File: config.mk
export PLATFORM = sky130hd
export DESIGN_NAME = button_ctrl_fsm_flat
export DESIGN_NICKNAME = d
export VERILOG_FILES = /design/src/rtl/button_ctrl_pkg.sv /design/src/rtl/button_ctrl_fsm_if.sv /design/src/rtl/button_debounce.sv /design/src/rtl/button_ctrl_fsm.sv /design/src/flat_wrapper.sv
export SDC_FILE = /design/constraint.sdc
export NUM_CORES = 1
export LEC_CHECK = 0
export CORE_ASPECT_RATIO = 2
export CORE_MARGIN = 2
export CORE_UTILIZATION = 57
export CTS_CLUSTER_DIAMETER = 120
export DETAILED_ROUTE_END_ITERATION = 8
export GPL_TIMING_DRIVEN = 1
export PLACE_DENSITY_LB_ADDON = 0.08
export SLEW_MARGIN = 30
export SYNTH_ARGS = -nofsm -noshare
export SYNTH_HDL_FRONTEND = slang
export SYNTH_SLANG_ARGS = --single-unit
export TNS_END_PERCENT = 20
File: constraint.sdc
create_clock -name clk -period 3.1 [get_ports clk]
set_clock_uncertainty 0.1 [all_clocks]
set_input_delay 0.62 -clock clk [delete_from_list [all_inputs] [get_ports clk]]
set_output_delay 0.62 -clock clk [all_outputs]
set_load 0.02 [all_outputs]
File: src/rtl/button_ctrl_pkg.sv
// rtl/button_ctrl_pkg.sv - shared types and button indices for the front-panel controller
package button_ctrl_pkg;

  typedef enum logic [1:0] {
    STOPPED  = 2'd0,
    RUNNING  = 2'd1,
    STEPPING = 2'd2,
    HALTED   = 2'd3
  } state_t;

  localparam int BTN_START_STOP = 0;
  localparam int BTN_STEP       = 1;
  localparam int BTN_MODE       = 2;

endpackage

File: src/rtl/button_ctrl_fsm_if.sv
// rtl/button_ctrl_fsm_if.sv - board buttons/LEDs and CPU run/step handshake bundle
interface button_ctrl_fsm_if #(
  parameter int N_BUTTONS = 5,
  parameter int N_MODES   = 4
);

  logic [N_BUTTONS-1:0] button;
  logic                 halt;
  logic                 step_ack;
  logic                 run_en;
  logic                 step_req;
  logic [N_MODES-1:0]   mode;
  logic [N_BUTTONS-1:0] btn_press;
  logic                 led_start_stop;
  logic                 led_step;
  logic [N_MODES-1:0]   led_run;

  // Controller side: consumes buttons and CPU status, drives run control and LEDs
  modport master (
    input  button, halt, step_ack,
    output run_en, step_req, mode, btn_press, led_start_stop, led_step, led_run
  );

  // Board/CPU side
  modport slave (
    output button, halt, step_ack,
    input  run_en, step_req, mode, btn_press, led_start_stop, led_step, led_run
  );

endinterface

File: src/rtl/button_debounce.sv
// rtl/button_debounce.sv - synchroniser, counter debouncer and press-pulse generator for one button
module button_debounce #(
  parameter int SYNC_STAGES = 2,
  parameter int DEB_W       = 4
) (
  input  logic clk,
  input  logic reset,
  input  logic raw,
  output logic level,
  output logic press
);

  logic [SYNC_STAGES-1:0] sync_q;
  logic                   stable_q;
  logic [DEB_W-1:0]       cnt_q;
  logic                   press_q;
  logic                   s;

  assign s = sync_q[SYNC_STAGES-1];

  // Synchronise the raw input, then accept a new level only after it holds for 2^DEB_W cycles
  always_ff @(posedge clk) begin
    if (reset) begin
      sync_q   <= '0;
      stable_q <= 1'b0;
      cnt_q    <= '0;
      press_q  <= 1'b0;
    end else begin
      sync_q  <= {sync_q[SYNC_STAGES-2:0], raw};
      press_q <= 1'b0;
      if (s == stable_q) begin
        cnt_q <= '0;
      end else if (cnt_q != {DEB_W{1'b1}}) begin
        cnt_q <= cnt_q + DEB_W'(1);
      end else begin
        stable_q <= s;
        cnt_q    <= '0;
        // Only the 0->1 transition of the debounced level is a press
        press_q  <= s;
      end
    end
  end

  assign level = stable_q;
  assign press = press_q;

endmodule

File: src/rtl/button_ctrl_fsm.sv
// rtl/button_ctrl_fsm.sv - front-panel run/stop/step/halt controller with one-hot run-mode selector
module button_ctrl_fsm
  import button_ctrl_pkg::*;
#(
  parameter int N_BUTTONS   = 5,
  parameter int DEB_W       = 4,
  parameter int SYNC_STAGES = 2,
  parameter int N_MODES     = 4
) (
  input  logic                clk,
  input  logic                reset,
  button_ctrl_fsm_if.master   bus
);

  logic [N_BUTTONS-1:0] press;
  logic [N_BUTTONS-1:0] level_unused;

  state_t             state_q, state_d;
  logic               run_en_q;
  logic               step_req_q;
  logic [N_MODES-1:0] mode_q;
  logic               mode_ok;

  for (genvar i = 0; i < N_BUTTONS; i++) begin : g_btn
    button_debounce #(
      .SYNC_STAGES(SYNC_STAGES),
      .DEB_W      (DEB_W)
    ) u_deb (
      .clk  (clk),
      .reset(reset),
      .raw  (bus.button[i]),
      .level(level_unused[i]),
      .press(press[i])
    );
  end

  // Next-state decode: halt outranks presses, start/stop outranks step
  always_comb begin
    state_d = state_q;
    case (state_q)
      STOPPED: begin
        if (bus.halt)                       state_d = HALTED;
        else if (press[BTN_START_STOP])     state_d = RUNNING;
        else if (press[BTN_STEP])           state_d = STEPPING;
      end
      RUNNING: begin
        if (bus.halt)                       state_d = HALTED;
        else if (press[BTN_START_STOP])     state_d = STOPPED;
      end
      STEPPING: begin
        if (bus.step_ack)                   state_d = bus.halt ? HALTED : STOPPED;
      end
      HALTED: begin
        if (press[BTN_START_STOP])          state_d = STOPPED;
      end
      default:                              state_d = STOPPED;
    endcase
  end

  // Mode may only change while the CPU is not executing
  assign mode_ok = (state_q == STOPPED) || (state_q == HALTED);

  // State register with outputs registered from the next state so they align with it
  always_ff @(posedge clk) begin
    if (reset) begin
      state_q    <= STOPPED;
      run_en_q   <= 1'b0;
      step_req_q <= 1'b0;
      mode_q     <= N_MODES'(1);
    end else begin
      state_q    <= state_d;
      run_en_q   <= (state_d == RUNNING);
      step_req_q <= (state_d == STEPPING);
      if (press[BTN_MODE] && mode_ok) begin
        mode_q <= {mode_q[N_MODES-2:0], mode_q[N_MODES-1]};
      end
    end
  end

  assign bus.run_en         = run_en_q;
  assign bus.led_start_stop = run_en_q;
  assign bus.step_req       = step_req_q;
  assign bus.led_step       = step_req_q;
  assign bus.mode           = mode_q;
  assign bus.led_run        = mode_q;
  assign bus.btn_press      = press;

endmodule

File: src/flat_wrapper.sv
// flat-port wrapper written by rule: the top's interface ports become plain ports
module button_ctrl_fsm_flat import button_ctrl_pkg::*;
#(
  parameter int N_BUTTONS   = 5,
  parameter int DEB_W       = 4,
  parameter int SYNC_STAGES = 2,
  parameter int N_MODES     = 4
)
  (clk, reset, bus_button, bus_halt, bus_step_ack, bus_run_en, bus_step_req, bus_mode, bus_btn_press, bus_led_start_stop, bus_led_step, bus_led_run);
  button_ctrl_fsm_if #(.N_BUTTONS(N_BUTTONS), .N_MODES(N_MODES)) bus_i ();
  input  logic clk;
  input  logic reset;
  input wire logic [$bits(bus_i.button)-1:0] bus_button;
  input wire logic [$bits(bus_i.halt)-1:0] bus_halt;
  input wire logic [$bits(bus_i.step_ack)-1:0] bus_step_ack;
  output wire logic [$bits(bus_i.run_en)-1:0] bus_run_en;
  output wire logic [$bits(bus_i.step_req)-1:0] bus_step_req;
  output wire logic [$bits(bus_i.mode)-1:0] bus_mode;
  output wire logic [$bits(bus_i.btn_press)-1:0] bus_btn_press;
  output wire logic [$bits(bus_i.led_start_stop)-1:0] bus_led_start_stop;
  output wire logic [$bits(bus_i.led_step)-1:0] bus_led_step;
  output wire logic [$bits(bus_i.led_run)-1:0] bus_led_run;
  assign bus_i.button = bus_button;
  assign bus_i.halt = bus_halt;
  assign bus_i.step_ack = bus_step_ack;
  assign bus_run_en = bus_i.run_en;
  assign bus_step_req = bus_i.step_req;
  assign bus_mode = bus_i.mode;
  assign bus_btn_press = bus_i.btn_press;
  assign bus_led_start_stop = bus_i.led_start_stop;
  assign bus_led_step = bus_i.led_step;
  assign bus_led_run = bus_i.led_run;
  button_ctrl_fsm #(.N_BUTTONS(N_BUTTONS), .DEB_W(DEB_W), .SYNC_STAGES(SYNC_STAGES), .N_MODES(N_MODES)) u_core (.clk(clk), .reset(reset), .bus(bus_i));
endmodule
==> impl.org <==
** Run status
- Run status :: complete, no violations

** STA
- Highest achievable clock rate :: 484.8 MHz
- Final Critical Period :: 2.063 ns
- Setup repair after global routing left no endpoint under its margin.
- Setup violations, final :: 0
- TNS Setup :: 0 ns
- The number of failing hold endpoints at the final stage was 0.
- The final critical path takes up 66.54% of the cycle.
- Measured against its own limit, the worst slew margin works out to 66.79%.
- At the pin with the least slew margin, the transition time is 0.4966 ns.
- Final max-slew violation count :: 0

** Placement
- Final RePlAce weighted congestion :: 0.7795
- Detailed placement HPWL :: 2208 µm
- Dpl cells :: 226
- Input and output buffers added on the ports amount to 25.

** Finish
- Most used cells in the layout excluding fill and tap cells :: dfxtp_1, clkdlybuf4s50_1, nor2_1
- 0 antenna diodes ended up in the layout.
- Commonest non-fill, non-tap cell in the layout :: dfxtp_1
- In the final layout, the multi-input gates occupy 828.3 µm².
- Sequential cell area :: 960.9 µm²
- Number of non-filler instances in the completed layout :: 234
- After the last flow step, the layout net total stands at 220.
- Fraction of final layout cells with drive strength greater than 1 :: 6.897%
- Fill cell total of the finished layout :: 250
- Area Overhead vs Synth :: 15.08%

** Floorplan
- Total core area :: 3193 µm²
- The floorplan has 29 rows.
- For this configuration, the core starts out at a cell density of 59.76%.
- During I/O placement, the number of pins put on the boundary was 26.
- Floorplan die area :: 3854 µm²
- The die is 44.91 µm wide.
- Die Ht :: 85.82 µm

** Routing
- Routed met2 length :: 1668 µm
- Violation count after the first detailed-route iteration :: 13
- In the final routing, the length of wire on met1 measures 1058 µm.
- For this run, design rule violations remaining after detail routing come to 0.
- Wire segments on met3 add up to 108 µm in the final route.
- Once detail routing completed, the nets flagged for antenna violations numbered 0.
- For this block, the routed nets add up to 2885 µm of wire.
- Post-detailed-route wirelength per cell :: 12.33 µm
- After detailed routing, no signal wire sits above met4.
- Via Count :: 1,255
- Using the TritonRoute via totals, the vias-per-cell ratio works out to 5.363.
- Number of search-and-repair iterations in the first detailed-routing pass :: 2

** Setup path
- Type of the worst setup path :: flop to output port
- Tracing the worst setup path back leads to its startpoint at u_core.g_btn[0].u_deb.press$_SDFF_PP0_.
- Worst r2r src :: u_core.state_q[0]$_SDFF_PP0_
- Buf+Inv Stages, Crit Path :: 1
- Crit path cell chain :: clkdlybuf4s50_1
- The worst register-to-register path ends at u_core.bus.led_run[0]$_SDFFE_PP1P_.
- STA classifies the critical path endpoint as an output port.
- Of all nets on the critical path, the largest fanout is 6.
- STA classifies the critical path startpoint as a flop.
- Delay of the slowest critical-path stage :: 0.63 ns
- Among cell families on the critical path, the largest total delay comes from buffers and inverters.
- Register-to-register path setup slack :: 1.36 ns
- Number of stages on the worst setup path :: 1
- Counting cells, the worst reg-to-reg path comes to 5.
- Endpoint arrival time on the critical path :: 1.34 ns
- On the critical path, the stage with the largest delay is an instance of clkdlybuf4s50_1.
- Worst setup endpoint :: bus_btn_press[0]
- Data on the critical path is required at its endpoint by 2.38 ns.

** Synthesis
- After synthesis the netlist holds a flip-flop and latch count of 48.
- Number of flops mapped to enable cells by yosys :: 0
- Post-Syn Instances :: 185
- Mapped Avg Cell Area :: 10.31 µm²
- Mapped cell area :: 1908 µm²
- The Yosys step of the flow raised 0 warnings.
- Register area share after synthesis :: 50.36%
- Most common flop cell mapped by yosys :: dfxtp_1
- Synthesized Nets :: 203
- Ys async rst share :: 0%
- Distinct cells, synth :: 32

** CTS
- TritonCTS created 5 clock buffers.
- The number of hold buffers added after CTS was 0.
- CTS clk-pin slew, worst paths :: 0.08 ns
- H-tree depth :: 2
- Clk Tree Root Cell :: clkbuf_8
- Counting every sink on the clock net gives 48.
- Once the clock tree was built, the resizer swapped 0 gates to a different size.
- TritonCTS built the clock tree.
- Deepest clock path buffer count :: 2
- Setup repair bufs after CTS :: 0
- At the later pin of the worst-skew pair, clock insertion delay measures 0.29 ns.

** Worst hold path
- Worst min-delay path startpoint :: u_core.g_btn[0].u_deb.cnt_q[0]$_SDFF_PP0_
- The tightest min-delay check is of the flop to flop type.

** Power
- Power spread over the standard cell area amounts to 518.1 nW/µm².
- Largest vdd supply drop :: 0.0004044 V
- LEAKAGE :: 0.8759 nW

** Global routing
- Largest net degree at the start of global routing :: 27
- Overflow after GRT :: 0
- Number of antenna violations at the first check in global routing :: 0
- The first global-routing pass estimated 5257 µm of wire.
- Total global routing track utilization :: 18.08%
- Number of global-route vias before repair :: 1,323

** Run
- Count of max-cap constraint violations :: 0
[flip-flops by register name, summed over array words and instances (netlist names)]
name,flops
u_core.g_btn.u_deb.level,5
u_core.g_btn.u_deb.press,5
u_core.state_q,2
u_core.bus.led_step,1
u_core.bus.led_run,4
u_core.g_btn.u_deb.sync_q,10
u_core.g_btn.u_deb.cnt_q,20
u_core.bus.led_start_stop,1
[cell families (layout without fill, tap and decap cells)]
logic type,Yosys count,after routing,share of synthesized area (%)
AND/OR/NAND/NOR,78,78,22.49
buffers and inverters,18,36,6.229
AO/OA/AOI/OAI,8,8,3.410
XOR/XNOR,15,15,6.885
flip-flops,48,48,50.36
multiplexers,9,9,4.722
adder cells (fa/ha/maj),9,9,5.902
[synth_stat cells, types with 2 or more instances]
library cell / n / area share [%]
dfxtp_1: 48 / 50
nor2_1: 24 / 4.7
nor2b_1: 14 / 4.6
buf_4: 11 / 4.3
nand3_1: 10 / 2.6
xnor2_1: 10 / 4.6
ha_1: 9 / 5.9
mux2i_1: 9 / 4.7
nand2_1: 6 / 1.2
nor3_1: 6 / 1.6
and3_1: 5 / 1.6
nor4b_1: 5 / 2.3
xor2_1: 5 / 2.3
a211o_1: 2 / 0.92
clkbuf_1: 2 / 0.39
inv_1: 2 / 0.39
nand2b_1: 2 / 0.66
[per-layer routing]
| layer | global-route usage (%) | vias up |
|---|---|---|
| met4 | 7.219 | 0 |
| met3 | 4.421 | 6 |
| met5 | 0 | - |
| li1 | - | 638 |
| met2 | 34.52 | 26 |
| met1 | 17.05 | 585 |
[stage by stage]
step | total power, mW | hold WS (ns) | cell area (µm²) | setup slack, ns | util [%]
2_1_floorplan | 0.7489 | 0.3138 | 1908 | 1.600 | -
3_3_place_gp | 0.7851 | 0.3178 | 2106 | 1.023 | 65.95
3_5_place_dp | 0.7895 | 0.3275 | 2106 | 0.9768 | 65.95
4_1_cts | 1.152 | 0.3473 | 2196 | 1.025 | 68.77
5_1_grt | 1.188 | 0.3715 | 2196 | 0.9789 | 68.77
6_report | 1.138 | 0.3444 | 2196 | 1.037 | 68.77
[final cells by class]
class / instances / share of cell area [%]
tap: 31 / 1.766
multi-input combinational: 119 / 37.72
clock buffer: 8 / 4.103
timing repair buffer: 26 / 12.31
sequential: 48 / 43.76
inverter: 2 / 0.3419
[report_power, final]
group	internal [mW]	total (mW)	switching, mW
Combinational	0.0667	0.126	0.0595
Clock	0.182	0.366	0.184
Sequential	0.633	0.646	0.0126
[worst min-delay path by stage]
| stage | to | slack (ns) | depth (start not counted) |
|---|---|---|---|
| floorplan | u_core.g_btn[0].u_deb.sync_q[1]$_SDFF_PP0_ | 0.31 | 1 |
| global placement | u_core.g_btn[1].u_deb.sync_q[1]$_SDFF_PP0_ | 0.32 | 1 |
| detailed placement | u_core.g_btn[0].u_deb.sync_q[1]$_SDFF_PP0_ | 0.33 | 1 |
| CTS | u_core.g_btn[0].u_deb.cnt_q[0]$_SDFF_PP0_ | 0.35 | 1 |
| global route | u_core.g_btn[4].u_deb.sync_q[1]$_SDFF_PP0_ | 0.37 | 1 |
| finish | u_core.g_btn[0].u_deb.cnt_q[0]$_SDFF_PP0_ | 0.34 | 1 |
Power figures use the tool's default switching activity.
